<file path="src/rtl/clock_ctrl_pkg.sv">
// Shared types and helpers for the digital-clock sequencing controller.
// Optional blink divider is selected with CLOCK_CTRL_BLINK_EN (see tick_prescaler).
package clock_ctrl_pkg;

  typedef enum logic [1:0] {
    ST_STOPPED = 2'd0,
    ST_RUN     = 2'd1,
    ST_SET_HR  = 2'd2,
    ST_SET_MIN = 2'd3
  } ctrl_state_t;

  typedef enum logic [1:0] {
    F_SEC = 2'd0,
    F_MIN = 2'd1,
    F_HR  = 2'd2
  } field_sel_t;

  localparam int unsigned CLK_HZ_DEF  = 32'd100000000;
  localparam int unsigned TICK_HZ_DEF = 32'd1;

  // Counter width for a divider of n states, never narrower than one bit.
  function automatic int unsigned prescale_width(input int unsigned n);
    return (n > 32'd1) ? $clog2(n) : 32'd1;
  endfunction

endpackage

</file>
<file path="src/rtl/tick_prescaler.sv">
// Timebase prescaler producing a registered one-cycle tick while enabled.
// With CLOCK_CTRL_BLINK_EN defined it also hosts the CLK_HZ/4 blink divider.
module tick_prescaler
  import clock_ctrl_pkg::*;
#(
  parameter int unsigned CLK_HZ  = CLK_HZ_DEF,
  parameter int unsigned TICK_HZ = TICK_HZ_DEF
) (
  input  logic clk,
  input  logic rst,
  input  logic en,
`ifdef CLOCK_CTRL_BLINK_EN
  input  logic blink_en,
  output logic blink,
`endif
  output logic tick
);

  localparam int unsigned DIV = CLK_HZ / TICK_HZ;
  localparam int unsigned PRE_W = prescale_width(DIV);
  localparam logic [PRE_W-1:0] PRE_LAST = PRE_W'(DIV - 32'd1);

  logic [PRE_W-1:0] cnt_q, cnt_d;
  logic             tick_q, tick_d;

  // Prescaler next count; tick is registered so it lines up with the terminal count.
  always_comb begin
    cnt_d  = '0;
    tick_d = 1'b0;
    if (en) begin
      cnt_d  = (cnt_q == PRE_LAST) ? '0 : (cnt_q + PRE_W'(1));
      tick_d = (cnt_d == PRE_LAST);
    end else begin
      cnt_d  = '0;
      tick_d = 1'b0;
    end
  end

  // Prescaler state registers.
  always_ff @(posedge clk or negedge rst) begin
    if (!rst) begin
      cnt_q  <= '0;
      tick_q <= 1'b0;
    end else begin
      cnt_q  <= cnt_d;
      tick_q <= tick_d;
    end
  end

  assign tick = tick_q;

`ifdef CLOCK_CTRL_BLINK_EN
  localparam int unsigned BLINK_DIV = CLK_HZ / 32'd4;
  localparam int unsigned BLK_W = prescale_width(BLINK_DIV);
  localparam logic [BLK_W-1:0] BLK_LAST = BLK_W'(BLINK_DIV - 32'd1);

  logic [BLK_W-1:0] bcnt_q, bcnt_d;
  logic             blink_q, blink_d;

  // Blink divider: restarts lit whenever the enable drops.
  always_comb begin
    bcnt_d  = '0;
    blink_d = 1'b1;
    if (blink_en) begin
      if (bcnt_q == BLK_LAST) begin
        bcnt_d  = '0;
        blink_d = ~blink_q;
      end else begin
        bcnt_d  = bcnt_q + BLK_W'(1);
        blink_d = blink_q;
      end
    end else begin
      bcnt_d  = '0;
      blink_d = 1'b1;
    end
  end

  // Blink divider registers.
  always_ff @(posedge clk or negedge rst) begin
    if (!rst) begin
      bcnt_q  <= '0;
      blink_q <= 1'b1;
    end else begin
      bcnt_q  <= bcnt_d;
      blink_q <= blink_d;
    end
  end

  assign blink = blink_q;
`endif

endmodule

</file>
<file path="src/rtl/clock_ctrl_fsm.sv">
// Run/stop/set-time controller driving the seconds, minutes and hours counters.
// Define CLOCK_CTRL_BLINK_EN to blink the display while setting the time.
module clock_ctrl_fsm
  import clock_ctrl_pkg::*;
#(
  parameter int unsigned CLK_HZ  = CLK_HZ_DEF,
  parameter int unsigned TICK_HZ = TICK_HZ_DEF,
  parameter int unsigned BITS    = 8,
  parameter int unsigned SEC_MAX = 59,
  parameter int unsigned MIN_MAX = 59,
  parameter int unsigned HR_MAX  = 23
) (
  input  logic            clk,
  input  logic            rst,
  input  logic            run_btn,
  input  logic            mode_btn,
  input  logic            up_btn,
  input  logic            down_btn,
  input  logic [BITS-1:0] sec_value,
  input  logic [BITS-1:0] min_value,
  input  logic [BITS-1:0] hr_value,
  output logic            sec_start,
  output logic            min_start,
  output logic            hr_start,
  output logic            sec_fwd,
  output logic            min_fwd,
  output logic            hr_fwd,
  output logic            sec_clr,
  output logic            min_clr,
  output logic            hr_clr,
  output logic [1:0]      mode,
  output logic            tick,
  output logic            blink
);

  localparam logic [BITS-1:0] SEC_MAX_V = BITS'(SEC_MAX);
  localparam logic [BITS-1:0] MIN_MAX_V = BITS'(MIN_MAX);
  localparam logic [BITS-1:0] HR_MAX_V  = BITS'(HR_MAX);

  ctrl_state_t     state_q, state_d;
  logic [2:0]      start_q, start_d, fwd_q, fwd_d, clr_q, clr_d;
  logic            guard_s, run_s, mode_s, inc_s, dec_s;
  logic            sec_wrap_s, min_wrap_s, hr_wrap_s, tick_s, pre_en_s;
  logic [BITS-1:0] fval_s, fmax_s;
  logic            set_start_s, set_fwd_s, set_clr_s;

  // Counter values are stale while a strobe is being applied, so buttons are dropped then.
  assign guard_s = |{start_q, clr_q};
  assign run_s   = run_btn  & ~guard_s;
  assign mode_s  = mode_btn & ~guard_s;
  assign inc_s   = up_btn   & ~down_btn & ~guard_s;
  assign dec_s   = down_btn & ~up_btn   & ~guard_s;

  assign sec_wrap_s = (sec_value >= SEC_MAX_V);
  assign min_wrap_s = (min_value >= MIN_MAX_V);
  assign hr_wrap_s  = (hr_value  >= HR_MAX_V);

  assign fval_s      = (state_q == ST_SET_MIN) ? min_value : hr_value;
  assign fmax_s      = (state_q == ST_SET_MIN) ? MIN_MAX_V : HR_MAX_V;
  assign set_start_s = (inc_s & (fval_s < fmax_s)) | (dec_s & (fval_s != '0));
  assign set_fwd_s   = inc_s & (fval_s < fmax_s);
  assign set_clr_s   = inc_s & (fval_s >= fmax_s);

  // Mode transitions and next strobe values.
  always_comb begin
    state_d = state_q;
    start_d = 3'b000;
    fwd_d   = 3'b000;
    clr_d   = 3'b000;
    case (state_q)
      ST_STOPPED: begin
        if (mode_s)     state_d = ST_SET_HR;
        else if (run_s) state_d = ST_RUN;
        else            state_d = state_q;
      end
      ST_RUN: begin
        if (mode_s)     state_d = ST_SET_HR;
        else if (run_s) state_d = ST_STOPPED;
        else            state_d = state_q;
        start_d[F_SEC] = tick_s & ~sec_wrap_s;
        fwd_d[F_SEC]   = tick_s & ~sec_wrap_s;
        clr_d[F_SEC]   = tick_s & sec_wrap_s;
        start_d[F_MIN] = tick_s & sec_wrap_s & ~min_wrap_s;
        fwd_d[F_MIN]   = tick_s & sec_wrap_s & ~min_wrap_s;
        clr_d[F_MIN]   = tick_s & sec_wrap_s & min_wrap_s;
        start_d[F_HR]  = tick_s & sec_wrap_s & min_wrap_s & ~hr_wrap_s;
        fwd_d[F_HR]    = tick_s & sec_wrap_s & min_wrap_s & ~hr_wrap_s;
        clr_d[F_HR]    = tick_s & sec_wrap_s & min_wrap_s & hr_wrap_s;
      end
      ST_SET_HR: begin
        if (mode_s) begin
          state_d      = ST_SET_MIN;
          clr_d[F_SEC] = 1'b1;
        end else begin
          start_d[F_HR] = set_start_s;
          fwd_d[F_HR]   = set_fwd_s;
          clr_d[F_HR]   = set_clr_s;
        end
      end
      ST_SET_MIN: begin
        if (mode_s) begin
          state_d = ST_STOPPED;
        end else begin
          start_d[F_MIN] = set_start_s;
          fwd_d[F_MIN]   = set_fwd_s;
          clr_d[F_MIN]   = set_clr_s;
        end
      end
      default: state_d = ST_STOPPED;
    endcase
  end

  // Mode and strobe registers.
  always_ff @(posedge clk or negedge rst) begin
    if (!rst) begin
      state_q <= ST_STOPPED;
      start_q <= 3'b000;
      fwd_q   <= 3'b000;
      clr_q   <= 3'b000;
    end else begin
      state_q <= state_d;
      start_q <= start_d;
      fwd_q   <= fwd_d;
      clr_q   <= clr_d;
    end
  end

  // Prescaler runs only across cycles that stay in RUN, so it is zero on every entry.
  assign pre_en_s = (state_q == ST_RUN) && (state_d == ST_RUN);

`ifdef CLOCK_CTRL_BLINK_EN
  logic blink_en_s, blink_s;
  assign blink_en_s = ((state_q == ST_SET_HR) || (state_q == ST_SET_MIN)) && (state_d == state_q);
  assign blink      = blink_s;
`else
  assign blink = 1'b1;
`endif

  tick_prescaler #(
    .CLK_HZ  (CLK_HZ),
    .TICK_HZ (TICK_HZ)
  ) u_prescaler (
    .clk      (clk),
    .rst      (rst),
    .en       (pre_en_s),
`ifdef CLOCK_CTRL_BLINK_EN
    .blink_en (blink_en_s),
    .blink    (blink_s),
`endif
    .tick     (tick_s)
  );

  assign tick      = tick_s;
  assign mode      = state_q;
  assign sec_start = start_q[F_SEC];
  assign min_start = start_q[F_MIN];
  assign hr_start  = start_q[F_HR];
  assign sec_fwd   = fwd_q[F_SEC];
  assign min_fwd   = fwd_q[F_MIN];
  assign hr_fwd    = fwd_q[F_HR];
  assign sec_clr   = clr_q[F_SEC];
  assign min_clr   = clr_q[F_MIN];
  assign hr_clr    = clr_q[F_HR];

endmodule
</file>
<file path="config.mk">
export PLATFORM = sky130hd
export DESIGN_NAME = clock_ctrl_fsm
export DESIGN_NICKNAME = d
export VERILOG_FILES = /design/src/rtl/clock_ctrl_pkg.sv /design/src/rtl/tick_prescaler.sv /design/src/rtl/clock_ctrl_fsm.sv
export SDC_FILE = /design/constraint.sdc
export NUM_CORES = 1
export LEC_CHECK = 0
export ABC_AREA = 1
export CORE_AREA = 2 2 79 81
export DETAILED_ROUTE_END_ITERATION = 8
export DIE_AREA = 0 0 81 83
export PLACE_DENSITY = 0.73
export SLEW_MARGIN = 10
export SYNTH_ARGS = -nofsm -noshare
export SYNTH_HDL_FRONTEND = slang
export SYNTH_HIERARCHICAL = 1
export SYNTH_SLANG_ARGS = --single-unit
export TNS_END_PERCENT = 5
</file>
<file path="constraint.sdc">
create_clock -name clk -period 4.7 [get_ports clk]
set_input_delay 0.94 -clock clk [delete_from_list [all_inputs] [get_ports clk]]
set_output_delay 0.94 -clock clk [all_outputs]
set_load 0.05 [all_outputs]
</file>
* After elaboration in Yosys (flattened, before gate mapping)
Cells that the tools add are included. W data, S select, Z words.
Word-level totals: input bits 30, flip-flop bits (word level) 39
Cells by class: add/subtract/negate cells 1, eq/ne operators 6, bitwise operators 22, multiplexer cells 24, reduce and logical (&&, ||, !) cells 4, magnitude comparators 5
Operators with widths (number):
- $eq A27 B27 Y1 const B | 2
- $mux W27 | 2
- $add A27 B1 Y27 const B | 1
- $ge A8 B6 Y1 const B | 2
- $and A1 B1 Y1 | 15
- $pmux W1 S2 | 7
- $mux W2 | 6
- $ge A8 B5 Y1 const B | 1
- $ge A8 B6 Y1 | 1
- $lt A8 B6 Y1 | 1
- $mux W8 | 1
- $pmux W2 S4 | 1
- $reduce_bool A8 Y1 | 1
- $mux W1 | 6
- $mux W6 | 1
- $not A1 Y1 | 6
- $reduce_or A6 Y1 | 1
- $eq A2 B1 Y1 const B | 2
- $eq A2 B2 Y1 const B | 2
- $logic_not A2 Y1 | 1
- $logic_and A1 B1 Y1 | 1
- $or A1 B1 Y1 | 1

* Depth between registers and ports, before layout
Gate-level depths: netlist (run 1).
depth in word-level cells 9, mapped depth 15, depth with buffers taken out 14

* Cells and area by module
The synthesis (run 1) kept the hierarchy.
By module, submodules not included:
- tick_prescaler | instances 1, cells each 279, area an instance 1911.8 um2, seq. area each 700.7 um2
- clock_ctrl_fsm | instances 1, cells each 144, area an instance 955.9 um2, seq. area each 250.2 um2

* Worst setup path after synthesis (run 1)
No wires, ideal clock.
path kind reg-to-reg, start reg state_q[0], in the netlist mode[0], end reg start_q[2], data required time 4.581 ns, setup slack 2.392 ns, cell stages (with the launch flop) 15, data arrival time 2.188 ns, library setup time 0.119 ns, cell sequence dfrtp_1 > ha_1 > buf_6 > o21ai_0 > inv_1 > ha_1 > inv_1 > o21bai_1 > inv_1 > nor2_1 > nor2_2 > nand3_2 > nand2_2 > nand2_2 > a21oi_2
On the way: longest elaborated chain between the ends 7, elaborated cells on any way between the ends 12, classes of those cells 1 x order compare; 3 x eq/ne; 4 x mux; 3 x bitwise; 1 x reduce/logical
Ends and longest elaborated chain:
- from (decl) | line clock_ctrl_fsm.sv:40 | ctrl_state_t state_q, state_d;
- from (signal assigned) | line clock_ctrl_fsm.sv:121 | state_q <= state_d;
- $eq A2 B2 Y1 | line clock_ctrl_fsm.sv:58, clock_ctrl_fsm.sv:59
- $mux W8 / $mux W6 (equally long branches) | line clock_ctrl_fsm.sv:58, clock_ctrl_fsm.sv:59
- $lt A8 B6 Y1 / $reduce_bool A8 Y1 (equally long branches) | line clock_ctrl_fsm.sv:60 | assign set_start_s = (inc_s & (fval_s < fmax_s)) | (dec_s & (fval_s != '0));
- $and A1 B1 Y1 | line clock_ctrl_fsm.sv:60
- $or A1 B1 Y1 | line clock_ctrl_fsm.sv:60
- $mux W1 | line clock_ctrl_fsm.sv:91 | if (mode_s) begin
- $pmux W1 S2 (*) | line clock_ctrl_fsm.sv:70 | case (state_q)
- net start_d[2] | line clock_ctrl_fsm.sv:41 | logic [2:0] start_q, start_d, fwd_q, fwd_d, clr_q, clr_d;
- to (signal assigned) | line clock_ctrl_fsm.sv:122 | start_q <= start_d;
- to (decl) | line clock_ctrl_fsm.sv:41
Mark *: on every way through the listed nets, which the timed path passes. The rest lies on a longest branch.

* Worst setup path in the final report (run 1)
start in mode_btn, end reg u_prescaler.cnt_q[5]
On the way: longest elaborated chain between the ends 6, elaborated cells on any way between the ends 9, classes of those cells 1 x eq/ne; 6 x mux; 1 x bitwise; 1 x reduce/logical
Ends and longest elaborated chain:
- from (decl) | line clock_ctrl_fsm.sv:16 | input logic mode_btn,
- $and A1 B1 Y1 (*) | line clock_ctrl_fsm.sv:50 | assign mode_s = mode_btn & ~guard_s;
- $mux W2, on equally long branches
- $pmux W2 S4 (*) | line clock_ctrl_fsm.sv:70
- $eq A2 B1 Y1 (*) | line clock_ctrl_fsm.sv:129 | assign pre_en_s = (state_q == ST_RUN) && (state_d == ST_RUN);
- $logic_and A1 B1 Y1 (*) | line clock_ctrl_fsm.sv:129
- net pre_en_s | line clock_ctrl_fsm.sv:43 | logic sec_wrap_s, min_wrap_s, hr_wrap_s, tick_s, pre_en_s;
- $mux W27 (*) | line tick_prescaler.sv:30 | if (en) begin
- net u_prescaler.cnt_d[5] | line tick_prescaler.sv:23 | logic [PRE_W-1:0] cnt_q, cnt_d;
- to (signal assigned) | line tick_prescaler.sv:45 | cnt_q <= cnt_d;
- to (decl) | line tick_prescaler.sv:23
Marks and branches as above.

==> summary by stage, run 1 <==
Routing
The detailed-route vias per instance is approximately 5.3. For this block, the initial DRC count from the detailed router was approximately 220. In the final routed layout, each cell accounts on average for around 13 µm. The DRC violation count after routing is 0. Before antenna repair, the detailed router went through 5 iterations. The via total after detailed routing is 2836. The remaining antenna violation count is 0. Summed over all layers, the routed wires come to approximately 7 mm.

Placement
The number of port buffers is between 40 and 50. At the end of routability-driven placement, the weighted congestion stood at 0.981. The worst slack at placement is 1520 ps. The cell total after placement is about 530. The placed wire-length estimate after detailed placement is between 5 and 6 mm.

Die
The boundary pin count is 43. The number of rows in the core area is 28. In this run the vertical extent of the chip is 83 µm.

The area of the die is between 6000 and 7000 µm². The area of the placeable core is 5820 µm². The initial utilization of the core area, before any placement, comes to 49.3%. The floorplan step set the die width to just over 80 µm.

Logic synthesis
After synthesis, the mean cell area works out to approximately 6.8 µm². In this run, synthesis inferred 0 flip-flops with an integrated enable. After synthesis the netlist holds a flip-flop and latch count of 38. The number of instances in the synthesized netlist is around 420.

The count of synthesis-stage warnings from yosys is 6. The part of the Yosys area used for sequential elements is approximately a third. The most instantiated flip-flop cell in the synthesis netlist is sky130_fd_sc_hd__dfrtp_1. Counting flops with an async set or reset pin after synthesis yields a share of between 90% and 100%.

The post-synthesis cell type with the largest combined area is sky130_fd_sc_hd__dfrtp_1. Synthesis produced a netlist with a net count of 461. Yosys instantiated no cell more often than sky130_fd_sc_hd__nand2_1. After synthesis, the cell types taking the most area are sky130_fd_sc_hd__dfrtp_1 (33%), sky130_fd_sc_hd__nand2_1 (14%), sky130_fd_sc_hd__nor2_1 (9.8%). Counting instances in the post-synthesis netlist gives the leading cell types as sky130_fd_sc_hd__nand2_1 (106), sky130_fd_sc_hd__nor2_1 (75), sky130_fd_sc_hd__inv_1 (58). After synthesis, the netlist uses 35 different library cells. Summing every instance area after synthesis gives ~2900 µm².

The proportion of netlist area held by the largest area contributor is around a third.

Power and ir drop
In this run, flip-flops and latches consume 39.0% of the power. The switching power summed over all nets is approximately 350 µW. Summing internal, switching and leakage power gives a little over 900 µW.

Summed over all cells, the static leakage comes to around 1.6 nW. The internal power is between 500 and 600 µW. The maximum resistive drop on vdd is roughly 0.28 mV.

The proportion of total power due to net switching is between 30% and 40%. Per report_power, the combinational group accounts for between 30% and 40% of the total. The total power per unit cell area is 271 nW/µm². The clock group share of total power is 24.0%.

Worst setup path
In this design, the critical path's most frequently occurring cell is sky130_fd_sc_hd__inv_1. The worst setup path is launched from a primary input. The required arrival time at the worst endpoint is between 4000 and 5000 ps. The critical path is of the in2reg type. Data arrives at the worst endpoint at about 3100 ps.

The largest single stage delay on the critical path is around 480 ps. The signal on the critical path passes through clkdlybuf4s50_1, inv_1, nor2_1, inv_1, o21ai_0, o21ai_0, nand3_1, a21oi_1, inv_1, a21oi_1, inv_1, nor2_1. The critical path's top delay family is buffers and inverters. The number of buffer and inverter instances along the worst setup path is 5. STA classifies the critical path endpoint as a register. For this design, the slowest cell found on the critical path is sky130_fd_sc_hd__clkdlybuf4s50_1. The reg-to-reg setup timing slack is about 2200 ps. The biggest fanout along the worst timing path is 16.

Global routing
The wire length of the first global-routing pass is ~12 mm. In the global route stage, overall resource usage came out at 22.7%. The pin count of the biggest net entering global routing is 39.

The initial antenna violation count is 0. For this run, global-route usage on met1 was measured as 33.4%. For met2 alone, demand over resource in global routing was 33.9%. In the global route stage, met3 resource usage came out at slightly above 4%. The via count of the first global-routing pass came to around 2600. The residual overflow from global routing is 0. In this run the most used layer during global routing was met2.

Finish
Once layout is complete, the cells apart from fillers number between 500 and 600. The final-layout fill cell count is ~570. In the final design database the tool counted around 500 nets.

In the final layout, the multi-input gates occupy 1660 µm². The share of layout cells above drive strength 1 is between 10% and 20%. The number of inserted diodes is 0. The combined flip-flop and latch cell area is between 900 and 1000 µm². The signed area change from the synthesized netlist to the final layout is 19.1%.

Clocking
The buffer levels on the longest clock path is 2. TritonCTS built the clock tree. The count of cells resized by post-cts repair is 0. The root buffer cell chosen for the clock tree is sky130_fd_sc_hd__clkbuf_8.

Post-CTS timing repair inserted 0 buffers for setup. The clock latency on the worst-skew pair is around 290 ps. The total clock buffers created by CTS is 5. The tree built by TritonCTS fans out to 38 sinks. Hold repair after CTS inserted 0 buffers. CTS built an H-tree with a depth of 2. Clock-pin slew was measured on the worst setup and hold paths at ~70 ps.

STA
The relative max-transition margin is about 42%. The final-report hold violation count is 0. Setup repair after global routing left no endpoint under its margin. Timing would allow up to ~0.35 GHz. For the pin with the worst max-slew slack, the measured transition is between 800 and 900 ps. Setup violations remaining at the end of the flow were counted as 0.

The sum of negative setup slack is 0 ps. The worst path needs just under 3000 ps of the cycle, external delays included. In the post-route analysis, the smallest setup slack over all paths is 1810 ps. The worst clock skew is roughly 10 ps. The count of final max-slew check failures is 0.

The portion of the clock cycle consumed by the worst path in the final layout is 61.5%.

Outcome
The run finished with clean final reports.

Run
The max-capacitance violation count is 0.

Min path
The worst hold path belongs to the class reg2reg.
worst register-to-register path: stages (launching register included):
cell	delay, ps
sky130_fd_sc_hd__dfrtp_1	460
sky130_fd_sc_hd__ha_1	550
sky130_fd_sc_hd__nand2_1	110
sky130_fd_sc_hd__nor2_1	130
sky130_fd_sc_hd__o21bai_1	80
sky130_fd_sc_hd__nand3_1	100
sky130_fd_sc_hd__a21oi_1	40
sky130_fd_sc_hd__inv_1	380
sky130_fd_sc_hd__a21oi_1	110
sky130_fd_sc_hd__inv_1	320
sky130_fd_sc_hd__nor2_1	90
power by group through the flow:
stage                     logic [mW]  registers [mW]  clock network, mW
after floorplan                0.197           0.405                  0
after global placement         0.330           0.368                  0
after detailed placement       0.340           0.367                  0
after CTS                      0.342           0.361              0.229
after global routing           0.380           0.364              0.246
final                          0.343           0.361              0.222
state kept, by name, summed over array words and instances (netlist names):
| signal | flops |
|---|---|
| fwd_q | 3 |
| start_q | 2 |
| clr_q | 3 |
| u_prescaler/tick | 1 |
| mode | 2 |
| u_prescaler/cnt_q | 27 |
final timing paths:
path                                           start                   end  depth (start not counted)
max in group asynchronous                        rst               mode[0]                          1
worst min register to register  u_prescaler/cnt_q[0]  u_prescaler/cnt_q[0]                          1
worst max register to register               mode[0]  u_prescaler/cnt_q[5]                         10
min in group asynchronous                        rst  u_prescaler/cnt_q[7]                          1
worst min-delay path            u_prescaler/cnt_q[0]  u_prescaler/cnt_q[0]                          1
worst max-delay path                        mode_btn  u_prescaler/cnt_q[5]                         12
logic make-up (layout without fill, tap and decap cells):
group	after synthesis	in the layout	share of synthesized area [%]
fa+ha+maj	8	8	3.49
simple gates	271	271	45.4
xor+xnor	5	5	1.53
buf+inv	65	107	9.07
flops	38	38	33.2
other cells	1	1	0.131
compound gates	35	35	7.24
per-layer routing:
layer | routed length [µm] | part of all wire [%]
met4 | 55 | 0.77
met2 | 3190 | 45
met3 | 581 | 8.2
met1 | 3290 | 46
met5 | 0 | 0
per-stage QoR:
stage	utilization (%)	instance area (µm²)	hold WS (ps)
floorplan	-	2870	468
global placement	57.3	3330	533
detailed placement	57.3	3330	540
CTS	58.7	3410	550
global route	58.7	3410	572
finish	58.7	3410	546
cells in the final DEF, fill, tap and decap left out:
cell type,n
sky130_fd_sc_hd__nand2_1,106
sky130_fd_sc_hd__nor2_1,75
sky130_fd_sc_hd__inv_1,58
sky130_fd_sc_hd__clkdlybuf4s50_1,40
sky130_fd_sc_hd__dfrtp_1,38
sky130_fd_sc_hd__nand3_1,30
sky130_fd_sc_hd__a21oi_1,12
sky130_fd_sc_hd__nand2_2,10
sky130_fd_sc_hd__nand4_1,10
sky130_fd_sc_hd__o21ai_0,9
sky130_fd_sc_hd__nor2_4,9
sky130_fd_sc_hd__nor3_1,8
sky130_fd_sc_hd__ha_1,8
sky130_fd_sc_hd__nor2_2,6
sky130_fd_sc_hd__clkbuf_8,6
sky130_fd_sc_hd__nand3_2,5
sky130_fd_sc_hd__o21bai_1,5
sky130_fd_sc_hd__xor2_1,5
sky130_fd_sc_hd__nand3b_1,4
sky130_fd_sc_hd__o21ai_1,3
sky130_fd_sc_hd__or2_2,2
sky130_fd_sc_hd__nand2_4,2
sky130_fd_sc_hd__inv_2,2
sky130_fd_sc_hd__nor2_8,2
sky130_fd_sc_hd__o211ai_1,1
sky130_fd_sc_hd__or2_1,1
sky130_fd_sc_hd__nor4_1,1
sky130_fd_sc_hd__a31o_2,1
sky130_fd_sc_hd__a21boi_0,1
sky130_fd_sc_hd__o31ai_1,1
sky130_fd_sc_hd__a21oi_2,1
sky130_fd_sc_hd__conb_1,1
sky130_fd_sc_hd__buf_2,1
sky130_fd_sc_hd__o211a_1,1
layout make-up:
cell class / instances / share of cell area [%]
multi-input combinational: 320 / 48.5
sequential: 38 / 27.8
timing repair buffer: 41 / 11.9
inverter: 60 / 6.60
tap: 75 / 2.75
clock buffer: 6 / 2.42
No activity file was read; power rests on OpenSTA's default activity.
==> run 2, diff against run 1 <==
- clock period: 4.7 -> 2.88 ns (I/O delays scaled with it)
==> run 2 against run 1 <==
Against the previous run:
- hold slack lost 160 ps
- wire length down 1.2%
- clock skew shrank 5.1 ps
- critical path type is now reg2reg
- global-route usage is 0.20 points lower
- total power is 67% higher
- final area is 0.81% higher
==> summary by stage, run 2 (synthesis gave the netlist of run 1 again) <==
Outcome
The flow ran to the end, and the final reports show no timing, DRC or antenna violations.

Finish
In the layout the commonest cells are sky130_fd_sc_hd__nand2_1 (106), sky130_fd_sc_hd__nor2_1 (75), sky130_fd_sc_hd__inv_1 (58). The final-layout fill cell count is approximately 550. The final layout contains approximately 510 nets.

The largest registers in the layout are u_prescaler/cnt_q (27), clr_q (3), fwd_q (3). The signed area change from the synthesized netlist to the final layout is 20.0%. The post-route standard cell area excluding fillers is 3440 µm². The register with the most flip-flops in the final layout is u_prescaler/cnt_q. The core utilization of the finished layout is 59.2%. The most common library cell in the layout ignoring fill and taps is sky130_fd_sc_hd__nand2_1. The share of layout cells above drive strength 1 is a little over a tenth.

The register with the most flip-flops in the layout has 27 of them. 0 antenna diodes ended up in the layout.

Power and ir drop
Across the VDD grid, the largest voltage drop is between 0.7 and 0.8 mV. The total power per unit cell area is ~450 nW/µm². The analysis attributes to cell leakage a power of 1.58 nW.

After layout, the design draws a total of around 1.5 mW.

STA
The count of final max-slew check failures is 0. In the final timing run, aggregate negative setup slack is 0 ps. Based on the critical path, the design can be clocked at up to about 0.45 GHz.

The final-report hold violation count is 0. Setup repair after global routing left no endpoint under its margin. The portion of the clock cycle consumed by the worst path in the final layout is between 70% and 80%. The minimum period implied by the final worst setup slack is 2200 ps. The worst clock skew is roughly 5.4 ps.

The relative max-transition margin is a little over two fifths. The final setup violation count is 0. For the pin with the worst max-slew slack, the measured transition is 850 ps.

Once routing completed, OpenROAD measured the worst setup slack at ~680 ps.

Routing
The DRC violation count after routing is 0. The count of TritonRoute iterations in the first routing pass is 4. Using the TritonRoute via totals, the vias-per-cell ratio works out to roughly 5.1. Summing over every cut layer, the via total after detailed routing is between 2000 and 3000. After detailed routing, the average wire length per cell comes to 12.9 µm. Wires add up to between 7 and 8 mm.

The first-iteration detailed-routing DRC count is 204. The remaining antenna violation count is 0.

Global routing
The via count of the first global-routing pass came to ~2600. The residual overflow from global routing is 0. The wire length of the first global-routing pass is 11.9 mm. The initial antenna violation count came to 0.

Entering global routing, the biggest net connects 39 pins. The global-route usage over all layers is between 20 and 25%.

Die
The horizontal die dimension is slightly above 80 µm. The die covers around 6700 µm². The boundary pin count is 43. The number of rows in the core area is 28. The area of the placeable core is 5820 µm².

For this configuration, the core starts out at a cell density of 49.3%. Measured along the y axis, the die boundary spans slightly above 80 µm.

Placement
The number of port buffers is between 40 and 50. The worst slack at placement is 466 ps. The placed wire-length estimate after detailed placement is around 5.6 mm. The global placement routability congestion is between 0.9 and 1.

The area after detailed placement is between 3000 and 4000 µm².

Clocking
The count of H-tree levels built during CTS is 2. Clock tree synthesis inserted a total of 5 buffers. The buffer levels on the longest clock path is 2. TritonCTS built the clock tree. The clock latency on the worst-skew pair is 290 ps. The number of setup buffers added after CTS is 0. The TritonCTS sink count is 38. The count of cells resized by post-cts repair is 0. After clock tree synthesis, the flow added hold-fix buffers numbering 0. The root buffer cell chosen for the clock tree is sky130_fd_sc_hd__clkbuf_8. The post-CTS clock slew at the launch and capture registers of the worst setup and hold paths is around 80 ps.

Worst setup path
STA puts the critical path data arrival time at ~2400 ps. The endpoint kind of the worst setup timing path is a register. The largest individual stage delay along the critical path comes from the cell sky130_fd_sc_hd__dfrtp_1. In this design, the stage delay of the slowest critical-path cell is roughly 460 ps. Walking the worst path, the cells encountered are ha_1, buf_4, nand2_1, nor2_1, o21bai_1, nand3_1, a21oi_1, inv_1, a21oi_1, inv_1, nor2_1. Of all nets on the critical path, the largest fanout is 11. STA classifies the critical path startpoint as a register. The critical setup path kind is reg2reg. The required arrival time at the worst endpoint is between 3000 and 4000 ps.

Min path
The worst hold path belongs to the class in2async.

Run
The tool flagged a number of max-cap violations equal to 0.
## run 2: stage by stage
step                      hold WS, ps  instances
after floorplan                   280        423
final                             390        544
after CTS                         419        544
after global routing              469        544
after global placement            526        536
after detailed placement          530        536
## run 2: report_power, final
part	internal [mW]	switching (mW)	total [mW]
Clock	0.193	0.194	0.386
Sequential	0.556	0.0351	0.591
Combinational	0.200	0.366	0.566
Total	0.949	0.595	1.54
## run 2: worst paths after layout
kind | startpoint | end | slack [ps] | cells after the start
setup / recovery | mode[0] | u_prescaler/cnt_q[15] | 680 | 11
hold / removal | rst | u_prescaler/cnt_q[2] | 390 | 1
setup reg to reg | mode[0] | u_prescaler/cnt_q[15] | 680 | 11
hold reg to reg | u_prescaler/tick | fwd_q[0] | 540 | 2
max in group asynchronous | rst | u_prescaler/cnt_q[14] | 1950 | 1
min in group clk | u_prescaler/tick | fwd_q[0] | 540 | 2
## run 2: worst max-delay path: cells and delay by family (launching register included)
kind / cells / cell delay (ps)
and+or+nand+nor: 4 / 340
adders and majority gates: 1 / 330
buffers and inverters: 3 / 500
AOI/OAI and AO/OA: 3 / 490
DFF: 1 / 460
## run 2: area by class of cell
type	count	area (µm²)	share of cell area, %
Clock buffer	6	82.6	2.40
Clock inverter	2	12.5	0.364
Inverter	60	225	6.54
Multi-Input combinational cell	320	1660	48.1
Sequential cell	38	951	27.6
Tap cell	75	93.8	2.73
Timing Repair Buffer	43	420	12.2
## run 2: routing by layer
layer  part of all wire (%)  track usage (%)
met1                     47             34.1
met2                     44             33.4
met3                    8.0             3.80
met4                   0.94             5.24
met5                      0                0
==> run 3, diff against run 2 <==
- clock period: 2.88 -> 2.25 ns (I/O delays scaled with it)
==> run 3 against run 2 <==
Against the previous run:
- utilization up 0.43 points
- via count up 3.4%
- die area did not move
- critical endpoint is now u_prescaler/tick
- sequential cell count did not move
- fmax increased by 5.4%
- largest cell class unchanged
==> summary by stage, run 3 (synthesis gave the netlist of run 1 again) <==
Outcome
The run finished with clean final reports.

Finish
The number of nets in the layout is roughly 510. The signed area change from the synthesized netlist to the final layout is 20.9%. The library cell used most frequently in the layout, excluding fill and tap cells, is sky130_fd_sc_hd__nand2_1. The register name with the most flops is u_prescaler/cnt_q.

In the final layout, the registers with the most flip-flops are u_prescaler/cnt_q (27), clr_q (3), fwd_q (3). The combined flip-flop and latch cell area is about 950 µm². In the final layout, the share of cells above drive strength 1 is between 10% and 20%. The post-route non-filler standard cell count is 546.

The multi-input combinational cells in the finished layout cover a total of between 1500 and 2000 µm². The register with the most flip-flops in the layout has 27 of them. Cells fill between 50% and 60% of the core in the end. The number of antenna diodes in the final layout is 0. The layout has roughly 580 filler cells.

In the layout the commonest cells are sky130_fd_sc_hd__nand2_1 (106), sky130_fd_sc_hd__nor2_1 (73), sky130_fd_sc_hd__inv_1 (58). After routing the design area is about 3500 µm².

Die
The boundary pin count is 43. In this run the standard cell core region covers between 5000 and 6000 µm². The die is 81 µm wide. The initial cell density of the core is about 49%.

In this run the core area contains 28 standard-cell rows. The die covers 6720 µm². The floorplan step set the die height to between 80 and 90 µm.

STA
Headroom to the max-slew limit came out at 66.1%. The final setup violation count is 0. For the pin with the worst max-slew slack, the measured transition is just over 500 ps. Between clock sinks in the finished design, the worst skew comes to 11.4 ps. Setup repair after global routing could not meet its margin everywhere. The top achievable clock speed is around 0.48 GHz. The post-route worst setup slack is between 150 and 200 ps.

The portion of the clock cycle consumed by the worst path in the final layout is 92.9%. For the finished layout, the period the worst path requires is 2090 ps. The final-report hold violation count is 0. The final worst hold slack is about 200 ps. The count of final max-slew check failures is 0. For the final routed database, the setup TNS stands at 0 ps.

Worst setup path
The critical setup path kind is reg2reg. The kind of cell with the highest combined delay along the critical path is compound AO/OA/AOI/OAI gates. The number of buffers and inverters on the critical path is 2. Among all stages on the critical path, the largest delay is contributed by sky130_fd_sc_hd__dfrtp_2. The required arrival time at the worst endpoint is approximately 2500 ps.

Traced cell by cell, the critical path runs through ha_1, buf_4, nand2_1, nor2_1, o21bai_1, nand3_1, a21oi_1, inv_1, a21oi_1, o211a_1, nand2_1, nor2_1. The endpoint kind of the worst setup timing path is a register. Setup slack on the worst reg-to-reg path comes out at approximately 160 ps. The largest stage delay on the critical path is between 400 and 500 ps. The arrival time at the worst endpoint is about 2300 ps.

Of all nets on the critical path, the largest fanout is 6. The kind of start point of the critical path is a register.

Global routing
The via count of the first global-routing pass came to between 2000 and 3000. The initial antenna violation count is 0. The busiest layer in global routing is met2. The first global-routing pass estimated roughly 12 mm of wire. The pin count of the biggest net entering global routing is 39.

In the global route stage, met1 resource usage came out at approximately a third. The residual overflow from global routing is 0. The global-route usage over all layers is ~22%. The met2 usage is between 30% and 40%. The global routing met3 resource utilization is 5.22%.

Clocking
The clock passes through at most 2 buffers. In this run the clock root is driven by a sky130_fd_sc_hd__clkbuf_8. The TritonCTS sink count is 38.

The post-CTS clock slew at the launch and capture registers of the worst setup and hold paths is approximately 70 ps. Buffers inserted during clock tree synthesis total 5. The clock latency on the worst-skew pair is 290 ps. The cts-stage hold buffer count is 0. After clock tree synthesis, the setup repair step added 0 buffers. The count of H-tree levels built during CTS is 2.

The CTS tree is done.

Power and ir drop
The clock group share of total power is between 20% and 30%. Summing internal, switching and leakage power gives a little under 2 mW. The analysis attributes to net switching a power of between 700 and 800 µW.

Sequential cells account for a little under two fifths of the total power. The internal power of the cells totals between 1 and 1.5 mW. Of the total power, the share spent switching nets is a little under two fifths.

The analysis attributes to cell leakage a power of 1.59 nW. Power spread over the standard cell area amounts to between 500 and 600 nW/µm². In this run, the combinational gates consume 37.2% of the power. IR analysis of the VDD net gives a maximum drop of slightly below 0.6 mV.

Routing
The count of nets left with antenna violations once routing finished came out at 0. The detailed-route vias per instance is around 5.2. The first TritonRoute pass finished after 5 iterations. The detailed-route wire length is ~7 mm. The detailed router finished its first iteration with approximately 160 violations. The DRC violation count after routing is 0. The average routed wire per standard cell is roughly 13 µm. The via total after detailed routing is about 2900.

Placement
OpenSTA, run right after detailed placement, puts the worst setup slack at -86.3 ps. Counting tap cells, the placed design contains a total of about 540 instances. The number of port buffers is 41.

Summing all placed instances gives a cell area of between 3000 and 4000 µm². The placed wire-length estimate after detailed placement is roughly 5.6 mm. The congestion estimate from routability-driven global placement came to approximately 0.90.

Run
Across the run, the number of max-cap violations was 0.

Min path
The path category of the worst min-delay check is in2async.
run 3: changes by cell type in the layout (fill, tap and decap cells not counted), sizes merged:
| cell | before | now |
|---|---|---|
| buf | 3 | 5 |
| clkbuf | 6 | 7 |
| clkinvlp | 1 | 0 |
run 3: worst reg2reg max path, cell delays in order, from the launching register on:
cell and delay [ps]:
sky130_fd_sc_hd__dfrtp_2 460, sky130_fd_sc_hd__ha_1 260, sky130_fd_sc_hd__buf_4 180, sky130_fd_sc_hd__nand2_1 70, sky130_fd_sc_hd__nor2_1 40, sky130_fd_sc_hd__o21bai_1 180
sky130_fd_sc_hd__nand3_1 100, sky130_fd_sc_hd__a21oi_1 140, sky130_fd_sc_hd__inv_1 70, sky130_fd_sc_hd__a21oi_1 160, sky130_fd_sc_hd__o211a_1 200, sky130_fd_sc_hd__nand2_1 60
sky130_fd_sc_hd__nor2_1 120
run 3: power groups by stage:
| stage | Sequential (mW) | Combinational [mW] | Clock, mW |
|---|---|---|---|
| 6_report | 0.762 | 0.738 | 0.485 |
| 5_1_grt | 0.765 | 0.820 | 0.540 |
| 4_1_cts | 0.759 | 0.720 | 0.499 |
| 3_5_place_dp | 0.771 | 0.718 | 0 |
| 3_3_place_gp | 0.773 | 0.708 | 0 |
| 2_1_floorplan | 0.850 | 0.411 | 0 |
run 3: worst paths after layout:
kind                                       from                   end  depth (start not counted)
hold reg to reg            u_prescaler/cnt_q[0]  u_prescaler/cnt_q[0]                          1
setup reg to reg                        mode[0]      u_prescaler/tick                         12
min in group clk           u_prescaler/cnt_q[0]  u_prescaler/cnt_q[0]                          1
max in group asynchronous                   rst               mode[0]                          2
setup / recovery                        mode[0]      u_prescaler/tick                         12
hold / removal                              rst  u_prescaler/cnt_q[2]                          2
run 3: layer usage:
metal  up-vias  wire [µm]
li1       1425          -
met1      1328       3300
met2        93       3190
met3         9        477
met4         0         79
met5         -          0
run 3: what timing repair did:
action | 4_1_cts | 5_1_grt
hold endpoints to repair | 0 | 0
gates resized for setup | 0 | 6
setup endpoints to repair | 0 | 12
run 3: cell type report:
type,count,area share [%]
clock inverters,1,0.144
inverters,60,6.50
clock buffers,7,2.49
flip-flops and latches,38,27.5
multi-input cells,320,48.1
repair buffers,45,12.6
well taps,75,2.71
